## src/rtl/lig_pkg.sv

```systemverilog
`default_nettype none
// ============================================================================
// Module   : lig_pkg
// Brief    : Shared state and mode encodings for the LED pattern sequencer.
// Revision : 1.0
// ============================================================================
package lig_pkg;

    typedef enum logic [3:0] {
        S_ON          = 4'd0,
        S_OFF         = 4'd1,
        S_WALK_U      = 4'd2,
        S_WALK_D      = 4'd3,
        S_ALT         = 4'd4,
        S_END         = 4'd5,
        S_HOLD_BOUNCE = 4'd6,
        S_HOLD_ALT    = 4'd7,
        S_HOLD_ON     = 4'd8
    } state_t;

    localparam logic [1:0] MODE_AUTO   = 2'b00;
    localparam logic [1:0] MODE_BOUNCE = 2'b01;
    localparam logic [1:0] MODE_ALT    = 2'b10;
    localparam logic [1:0] MODE_ON     = 2'b11;

    // Hold state that a non-auto mode selects.
    function automatic state_t hold_state(input logic [1:0] m);
        case (m)
            MODE_BOUNCE: return S_HOLD_BOUNCE;
            MODE_ALT:    return S_HOLD_ALT;
            default:     return S_HOLD_ON;
        endcase
    endfunction

endpackage
`default_nettype wire

```

## src/rtl/lig_tick_gen.sv

```systemverilog
`default_nettype none
// ============================================================================
// Module   : lig_tick_gen
// Brief    : Step-rate divider; restarts its count whenever the rate changes.
// Revision : 1.0
// ============================================================================
module lig_tick_gen #(
    parameter int SLOW_DIV = 50000,
    parameter int FAST_DIV = 5000
) (
    input  logic clk_i,
    input  logic rst_i,
    input  logic en_i,
    input  logic fast_i,
    output logic tick_o
);

    localparam int c_max_div = (SLOW_DIV > FAST_DIV) ? SLOW_DIV : FAST_DIV;
    localparam int c_cnt_w   = $clog2(c_max_div);
    localparam logic [c_cnt_w-1:0] c_slow_last = c_cnt_w'(SLOW_DIV - 1);
    localparam logic [c_cnt_w-1:0] c_fast_last = c_cnt_w'(FAST_DIV - 1);

    logic [c_cnt_w-1:0] count_q;
    logic [c_cnt_w-1:0] count_d;
    logic               fast_prev_q;
    logic               w_changed;
    logic               w_last;

    // A rate switch seen while paused is acted on at the first enabled cycle.
    always_comb begin
        w_changed = (fast_i != fast_prev_q);
        w_last    = (count_q == (fast_i ? c_fast_last : c_slow_last));
        tick_o    = en_i & ~w_changed & w_last;
        count_d   = count_q;
        if (en_i) begin
            if (w_changed || w_last) begin
                count_d = '0;
            end else begin
                count_d = count_q + 1'b1;
            end
        end
    end

    always_ff @(posedge clk_i or posedge rst_i) begin
        if (rst_i) begin
            count_q     <= '0;
            fast_prev_q <= 1'b0;
        end else begin
            count_q <= count_d;
            if (en_i) begin
                fast_prev_q <= fast_i;
            end
        end
    end

endmodule
`default_nettype wire

```

## src/rtl/lig_seq.sv

```systemverilog
`default_nettype none
// ============================================================================
// Module   : lig_seq
// Brief    : Parametrised LED show sequencer with hold modes and rate control.
// Revision : 1.0
// ============================================================================
module lig_seq
    import lig_pkg::*;
#(
    parameter int N        = 8,
    parameter int SLOW_DIV = 50000,
    parameter int FAST_DIV = 5000,
    parameter int ALT_REPS = 2
) (
    input  logic         clk100khz,
    input  logic         rst,
    input  logic         en,
    input  logic [1:0]   mode,
    input  logic         fast_force,
    output logic [N-1:0] light,
    output logic         step,
    output logic         seq_done,
    output logic         fast
);

    localparam int c_idx_w = $clog2(N);
    localparam int c_alt_w = $clog2(2 * ALT_REPS);

    function automatic logic [N-1:0] f_alt_pat();
        logic [N-1:0] p;
        for (int i = 0; i < N; i++) begin
            p[i] = ((i % 2) == 0);
        end
        return p;
    endfunction

    localparam logic [N-1:0]       c_ones     = {N{1'b1}};
    localparam logic [N-1:0]       c_one      = {{(N-1){1'b0}}, 1'b1};
    localparam logic [N-1:0]       c_alt_pat  = f_alt_pat();
    localparam logic [c_idx_w-1:0] c_idx_last = c_idx_w'(N - 1);
    localparam logic [c_idx_w-1:0] c_idx_pen  = c_idx_w'(N - 2);
    localparam logic [c_alt_w-1:0] c_alt_last = c_alt_w'(2 * ALT_REPS - 1);

    state_t             state_q;
    logic [N-1:0]       light_q;
    logic               step_q;
    logic               seq_done_q;
    logic               rate_fast_q;
    logic [c_idx_w-1:0] idx_q;
    logic               dir_up_q;
    logic [c_alt_w-1:0] alt_cnt_q;
    logic               w_fast;
    logic               w_tick;

    assign w_fast = rate_fast_q | fast_force;

    lig_tick_gen #(
        .SLOW_DIV (SLOW_DIV),
        .FAST_DIV (FAST_DIV)
    ) u_tick_gen (
        .clk_i  (clk100khz),
        .rst_i  (rst),
        .en_i   (en),
        .fast_i (w_fast),
        .tick_o (w_tick)
    );

    // state_q names the action the next tick performs; light is loaded on that tick.
    always_ff @(posedge clk100khz or posedge rst) begin
        if (rst) begin
            state_q     <= S_ON;
            light_q     <= '0;
            step_q      <= 1'b0;
            seq_done_q  <= 1'b0;
            rate_fast_q <= 1'b0;
            idx_q       <= '0;
            dir_up_q    <= 1'b1;
            alt_cnt_q   <= '0;
        end else begin
            step_q     <= w_tick;
            seq_done_q <= 1'b0;
            if (w_tick) begin
                if (mode != MODE_AUTO) begin
                    if (state_q != hold_state(mode)) begin
                        state_q  <= hold_state(mode);
                        idx_q    <= c_idx_w'(1);
                        dir_up_q <= 1'b1;
                        case (mode)
                            MODE_BOUNCE: light_q <= c_one;
                            MODE_ALT:    light_q <= c_alt_pat;
                            default:     light_q <= c_ones;
                        endcase
                    end else begin
                        case (state_q)
                            S_HOLD_BOUNCE: begin
                                light_q <= c_one << idx_q;
                                if (dir_up_q) begin
                                    if (idx_q == c_idx_last) begin
                                        dir_up_q <= 1'b0;
                                        idx_q    <= idx_q - 1'b1;
                                    end else begin
                                        idx_q <= idx_q + 1'b1;
                                    end
                                end else begin
                                    if (idx_q == '0) begin
                                        dir_up_q <= 1'b1;
                                        idx_q    <= idx_q + 1'b1;
                                    end else begin
                                        idx_q <= idx_q - 1'b1;
                                    end
                                end
                            end
                            S_HOLD_ALT: light_q <= ~light_q;
                            default:    light_q <= c_ones;
                        endcase
                    end
                end else begin
                    case (state_q)
                        S_OFF: begin
                            light_q <= '0;
                            idx_q   <= '0;
                            state_q <= S_WALK_U;
                        end
                        S_WALK_U: begin
                            light_q <= c_one << idx_q;
                            if (idx_q == c_idx_last) begin
                                idx_q   <= c_idx_pen;
                                state_q <= S_WALK_D;
                            end else begin
                                idx_q <= idx_q + 1'b1;
                            end
                        end
                        S_WALK_D: begin
                            light_q <= c_one << idx_q;
                            if (idx_q == '0) begin
                                alt_cnt_q <= '0;
                                state_q   <= S_ALT;
                            end else begin
                                idx_q <= idx_q - 1'b1;
                            end
                        end
                        S_ALT: begin
                            light_q <= (alt_cnt_q == '0) ? c_alt_pat : ~light_q;
                            if (alt_cnt_q == c_alt_last) begin
                                state_q <= S_END;
                            end else begin
                                alt_cnt_q <= alt_cnt_q + 1'b1;
                            end
                        end
                        S_END: begin
                            light_q     <= '0;
                            seq_done_q  <= 1'b1;
                            rate_fast_q <= ~rate_fast_q;
                            state_q     <= S_ON;
                        end
                        default: begin
                            // S_ON, or leaving any hold state back into the show.
                            light_q <= c_ones;
                            state_q <= S_OFF;
                        end
                    endcase
                end
            end
        end
    end

    assign light    = light_q;
    assign step     = step_q;
    assign seq_done = seq_done_q;
    assign fast     = w_fast;

endmodule
`default_nettype wire

```

## config.mk

```make
export PLATFORM = sky130hd
export DESIGN_NAME = lig_seq
export DESIGN_NICKNAME = d
export VERILOG_FILES = /design/src/rtl/lig_pkg.sv /design/src/rtl/lig_tick_gen.sv /design/src/rtl/lig_seq.sv
export SDC_FILE = /design/constraint.sdc
export NUM_CORES = 1
export LEC_CHECK = 0
export ABC_AREA = 1
export CAP_MARGIN = 20
export CELL_PAD_IN_SITES_DETAIL_PLACEMENT = 2
export CELL_PAD_IN_SITES_GLOBAL_PLACEMENT = 2
export CORE_UTILIZATION = 36
export CTS_CLUSTER_DIAMETER = 80
export DETAILED_ROUTE_END_ITERATION = 8
export GPL_TIMING_DRIVEN = 0
export PLACE_DENSITY_LB_ADDON = 0.1
export SLEW_MARGIN = 20
export SYNTH_ARGS = -nofsm -noshare
export SYNTH_HDL_FRONTEND = slang
export SYNTH_SLANG_ARGS = --single-unit
```

## constraint.sdc

```tcl
create_clock -name clk100khz -period 4.15 [get_ports clk100khz]
set_clock_uncertainty 0.1 [all_clocks]
set_input_delay 0.83 -clock clk100khz [delete_from_list [all_inputs] [get_ports clk100khz]]
set_output_delay 0.83 -clock clk100khz [all_outputs]
set_load 0.02 [all_outputs]
```

==> run metrics, run 1 <==
status=complete, no violations; final hold vios=0; WP depth=4; Required @ worst endpoint=approximately 3.2 ns; DR vias=2938; Worst setup EP type=output port; Synth cell types=35; Int Pwr=0.0006616 W; R2R cell count=9; Tightest Pin Transition=0.5316 ns; reg2reg setup slack=1.95 ns; Area after DPL=0.003238 sq mm; nets=around 480; I/O Pins=17; Worst-path clk slew=0.09 ns; Port-buffer cells=15; CTS tree=done; pwr dens=263.3 mW/mm^2; Ys Warns=0; number of H-tree levels=2; GRT Total Usage=0.2619; vias in the first global route=3264; Pins Over Slew Limit=0; Yosys reg bits=38; share of layout cells above drive strength 1=0.08639; DRT iter0 DRCs=about 110; crit-path leading delay family=buffers and inverters; Slew headroom=0.6456; Worst Path Buf+Inv=3; Max Freq=0.3169 GHz; post-layout min period=3.155 ns; CTS Buffer Depth=2; CTS buffer count=5; Register Area=around 950 sq um; Net Sw Frac=0.2569; detail-routed via count per cell=5.200; final instance area=0.003381 sq mm; critical path launch point type=input port; largest stage delay on the critical path=~0.63 ns; total wire length=10060 um; commonest non-fill, non-tap cell in the layout=nand2_1; Peak VDD IR=107.1 uV; Power Total=0.0008903 W; Routability Congestion=0.8262; worst path arrival time=2.23 ns; first-pass GRT wire length=approximately 17000 um; combined area of the multi-input logic cells=0.001683 sq mm; Seq/Total Area, Yosys=0.3238; most frequent cells in the layout=nand2_1 (113), inv_1 (64), nor2_1 (57); cts hold-fix bufs=0; Mapped Nets=460; WL/cell=17.80 um; antenna-violating nets left=0; # rows=32; syn_area_per_cell=6.698 sq um; Clock Tree Root=clkbuf_8; Clock power frac=0.466; Leakage=1.657 nW; unrepaired setup endpoints after global routing=false; sequential fraction of design power=0.440; Logic pwr share=0.094; switching pwr=approximately 0.00023 W; Final period util=0.7603; Slowest-stage cell, CP=clkdlybuf4s50_1; Initial DRT Pass Iterations=4; PostCTS Resize Cnt=0; initial antenna violation count=0; core area=just under 0.008 sq mm; synthesized cell area=slightly below 0.003 sq mm; largest net degree at the start of global routing=27; hold crit path type=flop to flop; Ant. Diodes=0; Final setup viols=0; worst-path fanout max=4; CP most frequent cell=clkdlybuf4s50_1; HPWL after detailed placement=between 7000 and 8000 um; setup_tns=0 ns; Post-CTS Setup Bufs=0; Clk Latency, worst-skew pair=0.30 ns; residual overflow from global routing=0; Residual DRC=0; Hold Path Depth=2; Die Area=0.008533 sq mm; height of the die=roughly 92 um; Max-Cap Viols=0; Final Util=0.4330; FILL cells=~1000; CTS Sinks=38; critical path class=input port to output port; initial core utilization=0.3766; CP Cell Sequence=clkdlybuf4s50_1 > inv_1 > nand2_1 > clkdlybuf4s50_1; Post-Syn Instances=439; Die Wd=92.38 um; Area Overhead vs Synth=14.98%
[synth_stat cells, drive strengths merged]
cell type	instances	area (sq um)
nand2	115	436.7
dfstp	1	26.28
dfrtp	37	925.9
nor3b	3	22.52
a21oi	13	68.82
nand4	9	56.30
xnor2	4	42.55
buf	6	38.79
nor3	6	30.03
o21ai	26	141.4
or2	4	25.03
nand3	38	190.2
a22oi	4	30.03
xor2	8	70.07
o21a	2	15.01
nor4	2	12.51
nand3b	3	22.52
clkbuf	2	7.510
o22ai	4	25.02
o2111ai	1	8.760
ha	15	187.7
o31ai	1	7.510
inv	69	259.0
nor2	66	290.3
[per-stage QoR]
stage          cells  hold WS (ns)  worst slack, ns
2_1_floorplan    439        0.3754            1.981
3_3_place_gp     556        0.3957            1.006
3_5_place_dp     557        0.4260           0.9861
4_1_cts          565        0.4635           0.9793
5_1_grt          565        0.4822           0.9487
6_report         565        0.4594           0.9949
[area by class of cell]
type,instances,share of cell area
Buffer,8,0.01369
Clock buffer,6,0.02443
Clock inverter,2,0.01776
Inverter,69,0.07661
Multi-Input combinational cell,324,0.4978
Sequential cell,38,0.2816
Tap cell,102,0.03775
Timing Repair Buffer,16,0.05033
[layer usage]
layer	global-route usage	share of wire	vias to the layer above	wire [um]
li1	-	-	1436	-
met1	0.3669	0.50	1468	5041
met2	0.4333	0.47	27	4763
met3	0.02709	0.015	7	152
met4	0.05859	0.0098	0	99
met5	0	0	-	0
[flip-flops by register name (all words and copies together), names as in the netlist]
name	cells
dir_up_q	1
seq_done	1
step	1
u_tick_gen.count_q	16
state_q	4
idx_q	3
light	8
u_tick_gen.fast_prev_q	1
alt_cnt_q	2
rate_fast_q	1
[power groups by stage]
stage               registers [W]  clock network, W  logic [W]
detailed placement       0.000398                 0  0.0000816
global route             0.000392          0.000437  0.0000932
global placement         0.000397                 0  0.0000753
CTS                      0.000391          0.000421  0.0000842
floorplan                0.000394                 0  0.0000532
finish                   0.000391          0.000415  0.0000838
[tightest hold or removal path, delay by kind of cell (launching register included)]
| family | cells | cell delay (ns) |
|---|---|---|
| AO/OA/AOI/OAI | 1 | 0.09 |
| flip-flops | 1 | 0.37 |
| AND/OR/NAND/NOR | 1 | 0.06 |
[final timing paths]
path	from	end
worst max register to register	u_tick_gen.count_q[0]$_DFFE_PP0P_	u_tick_gen.count_q[12]$_DFFE_PP0P_
max in group asynchronous	rst	dir_up_q$_DFFE_PP1P_
worst min-delay path	alt_cnt_q[0]$_DFFE_PP0P_	alt_cnt_q[0]$_DFFE_PP0P_
worst min register to register	alt_cnt_q[0]$_DFFE_PP0P_	alt_cnt_q[0]$_DFFE_PP0P_
worst max-delay path	fast_force	fast
min in group asynchronous	rst	alt_cnt_q[1]$_DFFE_PP0P_
[kinds of logic (layout without fill, tap and decap cells)]
kind of cell | Yosys count | in the layout | share of synthesized area
flip-flops | 38 | 38 | 0.3238
AND/OR/NAND/NOR | 246 | 246 | 0.3694
adder cells (fa/ha/maj) | 15 | 15 | 0.06383
XOR/XNOR | 12 | 12 | 0.03830
AO/OA/AOI/OAI | 51 | 51 | 0.1009
buffers and inverters | 77 | 101 | 0.1038
Note: power is estimated with default switching activity, not from simulation.
==> run 2, diff against run 1 <==
- CORE_UTILIZATION: 36 -> 30
- clock period: 4.15 -> 2.7 ns (I/O delays scaled with it)
==> run 2 against run 1 <==
Net effect:
- sequential share of layout area down 0.073 points
- via count decreased by 0.14%
- worst setup slack worse by 0.86 ns
- die area is 20% higher
- first-iteration DRC count shrank 24%
- combinational power grew 47%
- count of clock-buffer cells in the layout stayed put
- non-clock buffer count unchanged
- critical path type is now input port to flop
- largest cell class unchanged
- largest power group is now sequential cells
==> run metrics, run 2 (synthesized netlist as in run 1, its figures left out) <==
I/O Pins=17; Worst setup EP type=flop; Post-CTS Setup Bufs=0; worst-path fanout max=10; final instance area=about 0.0034 sq mm; initial core utilization=0.3138; Routability Congestion=0.7979; register with the most flip-flops=u_tick_gen.count_q; height of the die=101 um; R2R cell count=11; unrepaired setup endpoints after global routing=true; Port-buffer cells=15; nets=483; Clock Tree Root=clkbuf_8; commonest non-fill, non-tap cell in the layout=nand2_1; # rows=35; Reg-to-Reg Start=idx_q[0]$_DFFE_PP0P_; final hold vios=0; total wire length=slightly below 10000 um; CTS tree=done; CTS Buffer Depth=2; pwr dens=366.1 mW/mm^2; Clk Latency, worst-skew pair=just under 0.3 ns; Leakage=1.645 nW; met2 WL=4503 um; HPWL after detailed placement=7865 um; CTS Sinks=38; Die Area=~0.010 sq mm; most frequent cells in the layout=nand2_1 (113), inv_1 (64), nor2_1 (57); Ant. Diodes=0; DRT iter0 DRCs=84; Pins Over Slew Limit=0; first-pass GRT wire length=16480 um; post-layout min period=2.564 ns; CTS buffer count=5; Initial DRT Pass Iterations=4; Area after DPL=0.003272 sq mm; vias in the first global route=3175; Max Freq=0.3900 GHz; Final period util=0.9496; initial antenna violation count=0; routed length on met1=5100 um; Peak VDD IR=145.1 uV; Area Overhead vs Synth=15.28%; Residual DRC=0; worst flop-to-flop path endpoint=state_q[0]$_DFFE_PP0P_; GRT Total Usage=0.2112; share of layout cells above drive strength 1=0.08658; critical path class=input port to flop; Worst-path clk slew=0.09 ns; core area=0.009371 sq mm; Tightest Pin Transition=0.5541 ns; worst path arrival time=2.64 ns; largest net degree at the start of global routing=28; antenna-violating nets left=0; WL/cell=16.65 um; hold crit path type=input port to async pin; WHS=0.4033 ns; DR vias=2934; detail-routed via count per cell=4.964; Die Wd=101 um; reg2reg setup slack=~0.54 ns; Max-Cap Viols=0; status=complete, no violations; Required @ worst endpoint=2.77 ns; critical path launch point type=input port; Power Total=0.001241 W; cts hold-fix bufs=0; max reg flops=16; Slew headroom=0.6306; number of H-tree levels=2; wire length on met3=185 um; residual overflow from global routing=0; Final setup viols=0; uppermost layer routed=met4
-- run 2: where the power goes --
group / leakage (nW) / internal (W) / switching, W
Combinational: 1.12 / 0.0000404 / 0.0000824
Clock: 0.0573 / 0.000296 / 0.000223
Sequential: 0.464 / 0.000582 / 0.0000167
Total: 1.64 / 0.000919 / 0.000322
-- run 2: layout make-up --
type / count / area, sq um
buffer: 8 / 46.29
clock buffer: 6 / 82.58
clock inverter: 1 / 30.03
fill: 1191 / 5982
inverter: 69 / 259.0
multi-input combinational: 324 / 1688
sequential: 38 / 952.2
tap: 129 / 161.4
timing repair buffer: 16 / 170.2
-- run 2: layer usage --
| metal | vias to the layer above | global-route usage |
|---|---|---|
| li1 | 1433 | - |
| met4 | 0 | 0.04013 |
| met1 | 1472 | 0.3016 |
| met2 | 25 | 0.3430 |
| met3 | 4 | 0.02566 |
| met5 | - | 0 |
-- run 2: worst max-delay path: stages --
cell	delay (ns)
clkdlybuf4s50_1	0.50
inv_1	0.07
ha_1	0.25
inv_1	0.10
clkbuf_1	0.43
nor2_1	0.13
o21ai_0	0.16
nand3b_1	0.24
nand2_1	0.08
nand2_1	0.07
nand2_1	0.05
-- run 2: worst max path at each step --
stage                           from                     end  cells after the start
after detailed placement     mode[1]    light[0]$_DFFE_PP0P_                     11
final                        mode[0]    idx_q[0]$_DFFE_PP0P_                     11
after CTS                 fast_force                    fast                      4
after floorplan              mode[0]  state_q[1]$_DFFE_PP0P_                     12
after global placement       mode[0]    light[0]$_DFFE_PP0P_                     11
after global routing         mode[1]    idx_q[2]$_DFFE_PP0P_                     11
-- run 2: stage by stage --
| stage | instances | utilization | TNS, ns | setup slack [ns] |
|---|---|---|---|---|
| final | 591 | 0.3617 | 0 | 0.1362 |
| after global routing | 591 | 0.3617 | -0.02444 | -0.01575 |
| after CTS | 591 | 0.3611 | 0 | 0.1324 |
| after detailed placement | 584 | 0.3491 | -1.011 | -0.1576 |
| after global placement | 583 | 0.3470 | -0.2725 | -0.1032 |
| after floorplan | 439 | - | 0 | 0.8209 |
-- run 2: repair_timing --
action	4_1_cts	5_1_grt
resized for setup	0	1
endpoints found under the hold margin	0	0
setup endpoints to repair	0	2
==> run 3, diff against run 2 <==
- CORE_ASPECT_RATIO: default -> 1.1
- CTS_CLUSTER_SIZE: default -> 25
==> run 3 against run 2 <==
Net effect:
- die area about the same
- first-iteration DRC count down 32%
- count of clock-buffer cells in the layout unchanged
- sequential power about the same
- largest cell class unchanged
- design area down 0.96%
- combinational power about the same
- non-clock buffer count unchanged
- global-route usage down 0.44 points
==> run metrics, run 3 (synthesized netlist as in run 1, its figures left out) <==
Pins Over Slew Limit=0; final hold vios=0; most frequent cells in the layout=nand2_1 (113), inv_1 (64), nor2_1 (57); total wire length=9680 um; Leakage=around 1.6 nW; Tightest Pin Transition=roughly 0.50 ns; height of the die=105.8 um; Final setup viols=0; Peak VDD IR=152.4 uV; Slew headroom=0.6685; Clock Tree Root=clkbuf_8; WHS=around 0.38 ns; share of layout cells above drive strength 1=0.08855; Worst-path clk slew=0.09 ns; Area Overhead vs Synth=14.17%; initial core utilization=0.3113; Reg-to-Reg Start=u_tick_gen.count_q[0]$_DFFE_PP0P_; post-layout min period=2.533 ns; vias in the first global route=3222; Worst setup EP type=output port; core area=between 0.009 and 0.01 sq mm; status=complete, no violations; worst path arrival time=1.89 ns; pwr dens=349.1 mW/mm^2; HPWL after detailed placement=a little under 8000 um; # rows=37; Final Util=0.3555; residual overflow from global routing=0; unrepaired setup endpoints after global routing=false; Initial DRT Pass Iterations=4; initial antenna violation count=0; register with the most flip-flops=u_tick_gen.count_q; reg2reg setup slack=0.60 ns; I/O Pins=17; Max-Cap Viols=0; commonest non-fill, non-tap cell in the layout=nand2_1; WL/cell=16.69 um; CTS buffer count=5; Residual DRC=0; CTS tree=done; worst-path fanout max=4; nets=about 480; cts hold-fix bufs=0; first-pass GRT wire length=16060 um; Routability Congestion=0.7778; critical path class=input port to output port; dpl ws=-0.1931 ns; Die Wd=96.40 um; Max Freq=around 0.39 GHz; hold crit path type=input port to async pin; DR vias=slightly below 3000; critical path launch point type=input port; Die Area=between 0.01 and 0.015 sq mm; Clk Latency, worst-skew pair=between 0.3 and 0.4 ns; DRT iter0 DRCs=57; number of H-tree levels=2; Port-buffer cells=15; setup ws final=0.1666 ns; CTS Sinks=38; antenna-violating nets left=0; R2R cell count=8; worst flop-to-flop path endpoint=u_tick_gen.count_q[12]$_DFFE_PP0P_; Ant. Diodes=0; Final period util=0.9383; largest net degree at the start of global routing=29; detail-routed via count per cell=about 5.1; CTS Buffer Depth=2; GRT Total Usage=0.2067; max reg flops=16; Required @ worst endpoint=2.06 ns
run 3: cell count changes in the layout (fill, tap and decap cells not counted), sizes merged:
| cell | change |
|---|---|
| bufinv | -1 |
| clkinv | +1 |
| clkinvlp | +1 |
run 3: worst max-delay path by stage:
stage	from	endpoint	slack [ns]	cells after the start
after floorplan	mode[0]	state_q[1]$_DFFE_PP0P_	0.82	12
after global placement	mode[0]	light[0]$_DFFE_PP0P_	-0.15	11
after detailed placement	mode[1]	light[0]$_DFFE_PP0P_	-0.19	11
after CTS	mode[1]	light[0]$_DFFE_PP0P_	0.14	11
after global routing	mode[1]	idx_q[2]$_DFFE_PP0P_	0.06	11
final	fast_force	fast	0.17	4
run 3: repair_timing:
item	in CTS	in global routing
setup buffers	0	0
setup endpoints to repair	0	2
resized for setup	0	1
run 3: through the flow:
step,TNS (ns),instance area (sq um),power [W],instances
2_1_floorplan,0,2940,0.0006870,439
3_3_place_gp,-0.5085,3237,0.0007268,571
3_5_place_dp,-0.9922,3257,0.0007356,572
4_1_cts,0,3352,0.001199,580
5_1_grt,0,3357,0.001228,580
6_report,0,3357,0.001172,580
run 3: worst max-delay path, cell delays in order:
cell	delay, ns
clkdlybuf4s50_1	0.53
inv_1	0.06
nand2_1	0.14
clkdlybuf4s50_1	0.63
run 3: power breakdown:
group          switching (W)  total (W)  internal, W
combinational      0.0000842   0.000124    0.0000401
clock               0.000242   0.000448     0.000206
sequential         0.0000180   0.000600     0.000582
run 3: area by class of cell:
type	count	area, sq um
repair buffers	16	170.2
inverters	69	259.0
flip-flops and latches	38	952.2
plain buffers	8	46.29
fillers	1176	6087
well taps	117	146.4
clock buffers	6	82.58
clock inverters	2	12.51
multi-input cells	324	1688
run 3: layer usage:
metal / vias to the layer above / GRT usage / routed length, um
li1: 1436 / - / -
met1: 1464 / 0.2258 / 3937
met2: 27 / 0.4032 / 5403
met3: 12 / 0.02814 / 162
met4: 0 / 0.05357 / 177
met5: - / 0 / 0
==> RTL edit 1 (config.mk and constraints of run 3) <==
Remove the register `step_q`: a continuous assignment takes its place, so the output `step` follows one clock earlier.
--- a/src/rtl/lig_seq.sv
+++ b/src/rtl/lig_seq.sv
@@ -72,3 +72,2 @@
             light_q     <= '0;
-            step_q      <= 1'b0;
             seq_done_q  <= 1'b0;
@@ -79,3 +78,2 @@
         end else begin
-            step_q     <= w_tick;
             seq_done_q <= 1'b0;
@@ -166,2 +164,4 @@
 
+    assign step_q = w_tick;
+
     assign light    = light_q;
Function: same outputs for any inputs over 10 cycles, from zero or initial values and one cycle with rst high; that may be too few to reach the edited logic, so the function may still have changed.
==> RTL edit 1 against run 3 <==
  * Design area grew 3.4%
  * Sequential cell count fell by 1
  * Setup slack lost 0.054 ns
  * Worst hold slack better by 0.046 ns
  * Routed wire length is 1.2% lower
  * Area after synthesis is 2.0% higher
Power is not compared: it rests on default switching activity, and its combinational part moved more than twofold at a synthesized area within 25%.
==> RTL edit 1: results (changes against run 3) <==
- Worst slack after detailed placement: -0.424 ns (-0.231 ns)
- Number of fillers in the final layout: 1166 (-0.85%)
- Starting utilization of the core area: 0.314 (+0.00314)
- HPWL Detailed: 7640 um (-2.2%)
* Wl on met1: 3880 um (-1.5%)
- Leading post-synthesis cells by cell area: sky130_fd_sc_hd__dfrtp_1, sky130_fd_sc_hd__nand2_1, sky130_fd_sc_hd__nor2_1
* Sequential-to-total area share from yosys stat: 0.309 (-0.0147)
- Transition at the pin with the smallest max-transition slack: 0.490 ns (-0.00663 ns)
- The cell total after placement came to 592 (+3.5%).
- The flow ran to the end, and the final reports show no timing, DRC or antenna violations.
* Maximum fanout count along the critical path: 5 (+1)
- Total number of vias: 2988 (+1.7%)
- The total routing usage reported by global routing was 0.198 (-0.00865).
- Hold Crit Class: register to register
- The commonest cells after synthesis are sky130_fd_sc_hd__nand2_1, sky130_fd_sc_hd__nor2_1, sky130_fd_sc_hd__inv_1.
* Largest stage delay on the critical path: 0.47 ns (-0.16 ns)
- The number of nets produced by synthesis is 480 (+4.3%).
- In this run the critical register-to-register path is launched from idx_q[0]$_DFFE_PP0P_.
- The final weighted congestion in routability-driven placement is 0.777 (about the same).
* Layout cells sized above 1: 0.103 (+0.0141)
* 1st-iter DRT viols: 67 (+18%)
- The quantity of I/O buffers inserted on ports is 15 (unchanged).
- The arrival time reported for the critical path endpoint came to 1.95 ns (+0.06 ns).
* Cells after synthesis: 459 (+4.6%)
- The met2 wirelength from detailed routing was 5410 um (+0.20%).
- Wire length of the first global-routing pass: 16200 um (+0.73%)
- Total placed instance area: 3320 um^2 (+2.0%)
* Vias in the first global route: 3269 (+1.5%)
- Largest net degree at the start of global routing: 22 (-24%)
- Met3 wire len: 142 um (-12%)
- Avg WL per Cell: 15.8 um (-5.2%)
RTL edit 1: final timing paths:
path                                                       to  slack, ns  cells after the start
min in group asynchronous  u_tick_gen.count_q[14]$_DFFE_PP0P_       0.45                      2
min reg2reg                u_tick_gen.fast_prev_q$_DFFE_PP0P_       0.43                      2
max in group asynchronous                dir_up_q$_DFFE_PP1P_       1.52                      3
max                                                      step       0.11                      9
max reg2reg                            state_q[0]$_DFFE_PP0P_       0.61                     11
min                        u_tick_gen.fast_prev_q$_DFFE_PP0P_       0.43                      2
RTL edit 1: cell families (layout without fill, tap and decap cells):
kind of cell | Yosys count | count (layout) | share of synthesized area
compound gates | 47 | 47 | 0.0864
xor+xnor | 13 | 13 | 0.0405
fa+ha+maj | 15 | 15 | 0.0626
buf+inv | 80 | 108 | 0.107
flops | 37 | 37 | 0.309
simple gates | 267 | 267 | 0.394
RTL edit 1: worst max-delay path: cells and delay by family:
| kind | cells | cell delay [ns] |
|---|---|---|
| buf+inv | 4 | 0.80 |
| simple gates | 5 | 0.59 |
RTL edit 1: layer usage:
metal / vias up / GRT usage
met5: - / 0
met4: 0 / 0.0504
met3: 9 / 0.0241
met2: 19 / 0.406
met1: 1487 / 0.211
li1: 1473 / -
RTL edit 1: cell type report:
| class | count | area share |
|---|---|---|
| Multi-Input combinational cell | 342 | 0.504 |
| Sequential cell | 37 | 0.267 |
| Inverter | 73 | 0.0797 |
| Timing Repair Buffer | 20 | 0.0584 |
| Tap cell | 117 | 0.0422 |
| Clock buffer | 6 | 0.0238 |
| Buffer | 7 | 0.0137 |
| Clock inverter | 2 | 0.0108 |
RTL edit 1: what timing repair did:
item,4_1_cts,5_1_grt
endpoints found under the setup margin,1,1
buffers inserted,1,3
endpoints found under the hold margin,0,0
pin swaps,1,1
resized for setup,4,1
RTL edit 1: power breakdown:
| group | total, uW | internal [uW] | switching (uW) | leakage, uW |
|---|---|---|---|---|
| registers | 621 | 585 | 36.4 | 0.000453 |
| logic | 268 | 98.3 | 170 | 0.00122 |
| clock network | 530 | 301 | 229 | 0.0000574 |
| total | 1420 | 984 | 436 | 0.00173 |
RTL edit 1: through the flow:
stage           util  total power (uW)
2_1_floorplan      -               807
3_3_place_gp   0.346               885
3_5_place_dp   0.348               905
4_1_cts        0.362              1460
5_1_grt        0.364              1510
6_report       0.364              1420
==> RTL edit 2 (flow settings as in run 3) <==
Made on the original files. `FAST_DIV` is set to 5000 in 2 places; all go to 20000.
--- a/src/rtl/lig_tick_gen.sv
+++ b/src/rtl/lig_tick_gen.sv
@@ -8,3 +8,3 @@
     parameter int SLOW_DIV = 50000,
-    parameter int FAST_DIV = 5000
+    parameter int FAST_DIV = 20000
 ) (
--- a/src/rtl/lig_seq.sv
+++ b/src/rtl/lig_seq.sv
@@ -11,3 +11,3 @@
     parameter int SLOW_DIV = 50000,
-    parameter int FAST_DIV = 5000,
+    parameter int FAST_DIV = 20000,
     parameter int ALT_REPS = 2
Behaviour: no difference found for any inputs over 10 cycles, from zero or initial values and one cycle with rst high; that may be too few to reach the edited logic, so the function may still have changed.
==> RTL edit 2 against run 3 <==
  * Setup slack got worse by 0.0014 ns
  * Sequential share of layout area rose by 0.35 points
  * Routed wire length fell by 4.2%
  * Design area fell by 1.2%
  * Area after synthesis fell by 2.2%
  * Sequential cell count did not move
  * Largest cell class unchanged
  * Total power rose by 4.1%
  * Sequential power barely moved
  * Cell count fell by 0.52%
  * Maximum frequency barely moved
==> RTL edit 2: results (changes against run 3) <==
* Run status: complete, no violations
* DP Cell Count: 569 (-0.52%)
- Wire length of the first global-routing pass: 15500 um (-3.7%)
- The met1 track utilization from global routing came to 0.212 (-0.0134).
* Depth of the worst hold-timing path: 2
* Post-synthesis cell type count: 33 (-5.7%)
- The part of the Yosys area used for sequential elements is 0.331 (+0.00733).
* Number of buffers inserted by hold repair at cts: 0 (unchanged)
- The pin count of the biggest net entering global routing was 22 (-24%).
* Startpoint of the worst-slack reg-to-reg timing path: idx_q[0]$_DFFE_PP0P_
* Routability-driven placement congestion ratio: 0.820 (+5.5%)
* 1st-iter DRT viols: 54 (-5.3%)
- In this run the worst hold path is classified as register to register.
* Transition at the pin with the smallest max-transition slack: 0.545 ns (+0.0490 ns)
- The number of nets produced by synthesis was 456 (-0.87%).
- Finished Layout Cells: 577 (-0.52%)
- Met2 global-route usage: 0.404 (+0.000839)
- CTS Buffer Depth: 2 (unchanged)
- The number of global-route vias before repair is 3145 (-2.4%).
- Total number of vias: 2841 (-3.3%)
- Total number of nets in the final design: 480 (-0.62%)
* GRT Total Usage: 0.205 (-0.00195)
- GRT met3 Usage: 0.0240 (-0.00412)
* Max VDD drop: 0.267 mV (+75%)
- The clock-pin slew of the registers on the worst-case setup and hold paths is 0.07 ns (-0.02 ns).
- The synthesized instance count came to 435 (-0.91%).
- # port buffers: 16 (+1)
- Crit path from: fast_force
- The routed wire length per instance was 16.1 um (-3.7%).
- Ranking of synthesized cells by instance count: sky130_fd_sc_hd__nand2_1, sky130_fd_sc_hd__nor2_1, sky130_fd_sc_hd__inv_1
* HPWL Detailed: 7520 um (-3.7%)
* Depth of the worst register-to-register path: 9 (+1)
- By area the synthesized netlist is led by sky130_fd_sc_hd__dfrtp_1, sky130_fd_sc_hd__nand2_1, sky130_fd_sc_hd__nor2_1.
* Layout cells sized above 1: 0.0826 (-0.00594)
- The leakage power is 0.00159 uW (-2.8%).
- Synth async-reset ratio: 1.00 (unchanged)
[RTL edit 2: worst paths after layout]
kind	slack [ns]	end
min in group asynchronous	0.47	light[4]$_DFFE_PP0P_
hold reg to reg	0.42	u_tick_gen.fast_prev_q$_DFFE_PP0P_
hold / removal	0.42	u_tick_gen.fast_prev_q$_DFFE_PP0P_
max in group asynchronous	1.55	alt_cnt_q[1]$_DFFE_PP0P_
setup reg to reg	0.70	state_q[1]$_DFFE_PP0P_
setup / recovery	0.17	fast
[RTL edit 2: critical path, stage by stage]
cell,delay [ns]
sky130_fd_sc_hd__clkdlybuf4s50_1,0.50
sky130_fd_sc_hd__inv_1,0.05
sky130_fd_sc_hd__nand2_1,0.17
sky130_fd_sc_hd__clkdlybuf4s50_1,0.64
[RTL edit 2: cell families after synthesis]
kind of cell | count (synthesis) | share of synthesized area
AND/OR/NAND/NOR | 253 | 0.380
XOR/XNOR | 10 | 0.0305
flip-flops | 38 | 0.331
AO/OA/AOI/OAI | 50 | 0.0953
adder cells (fa/ha/maj) | 15 | 0.0653
buffers and inverters | 69 | 0.0979
[RTL edit 2: area by class of cell]
class	count	area, um^2
inverters	62	233
multi-input cells	328	1640
well taps	117	146
clock buffers	7	76.3
plain buffers	7	48.8
fillers	1173	6040
repair buffers	17	188
flip-flops and latches	38	952
clock inverters	1	30.0
[RTL edit 2: metal layers]
layer | part of all wire | vias to the layer above | routed length [um]
li1 | - | 1408 | -
met1 | 0.40 | 1400 | 3740
met2 | 0.56 | 21 | 5210
met3 | 0.013 | 12 | 124
met4 | 0.022 | 0 | 201
met5 | 0 | - | 0
[RTL edit 2: per-stage QoR]
step           hold WS, ns  setup TNS, ns  instance area, um^2  total power (uW)  setup slack, ns
2_1_floorplan        0.367              0                 2880               688            0.845
3_3_place_gp         0.385        -0.0152                 3180               727         -0.00688
3_5_place_dp         0.406         -0.582                 3210               738          -0.0643
4_1_cts              0.429              0                 3320              1250            0.153
5_1_grt              0.448              0                 3320              1280           0.0755
6_report             0.419              0                 3320              1220            0.165
[RTL edit 2: report_power, final]
group | internal, uW | total (uW) | switching (uW) | leakage [uW]
combinational | 44.3 | 122 | 77.4 | 0.00103
sequential | 585 | 602 | 17.2 | 0.000506
clock | 277 | 496 | 219 | 0.0000524
total | 906 | 1220 | 314 | 0.00159
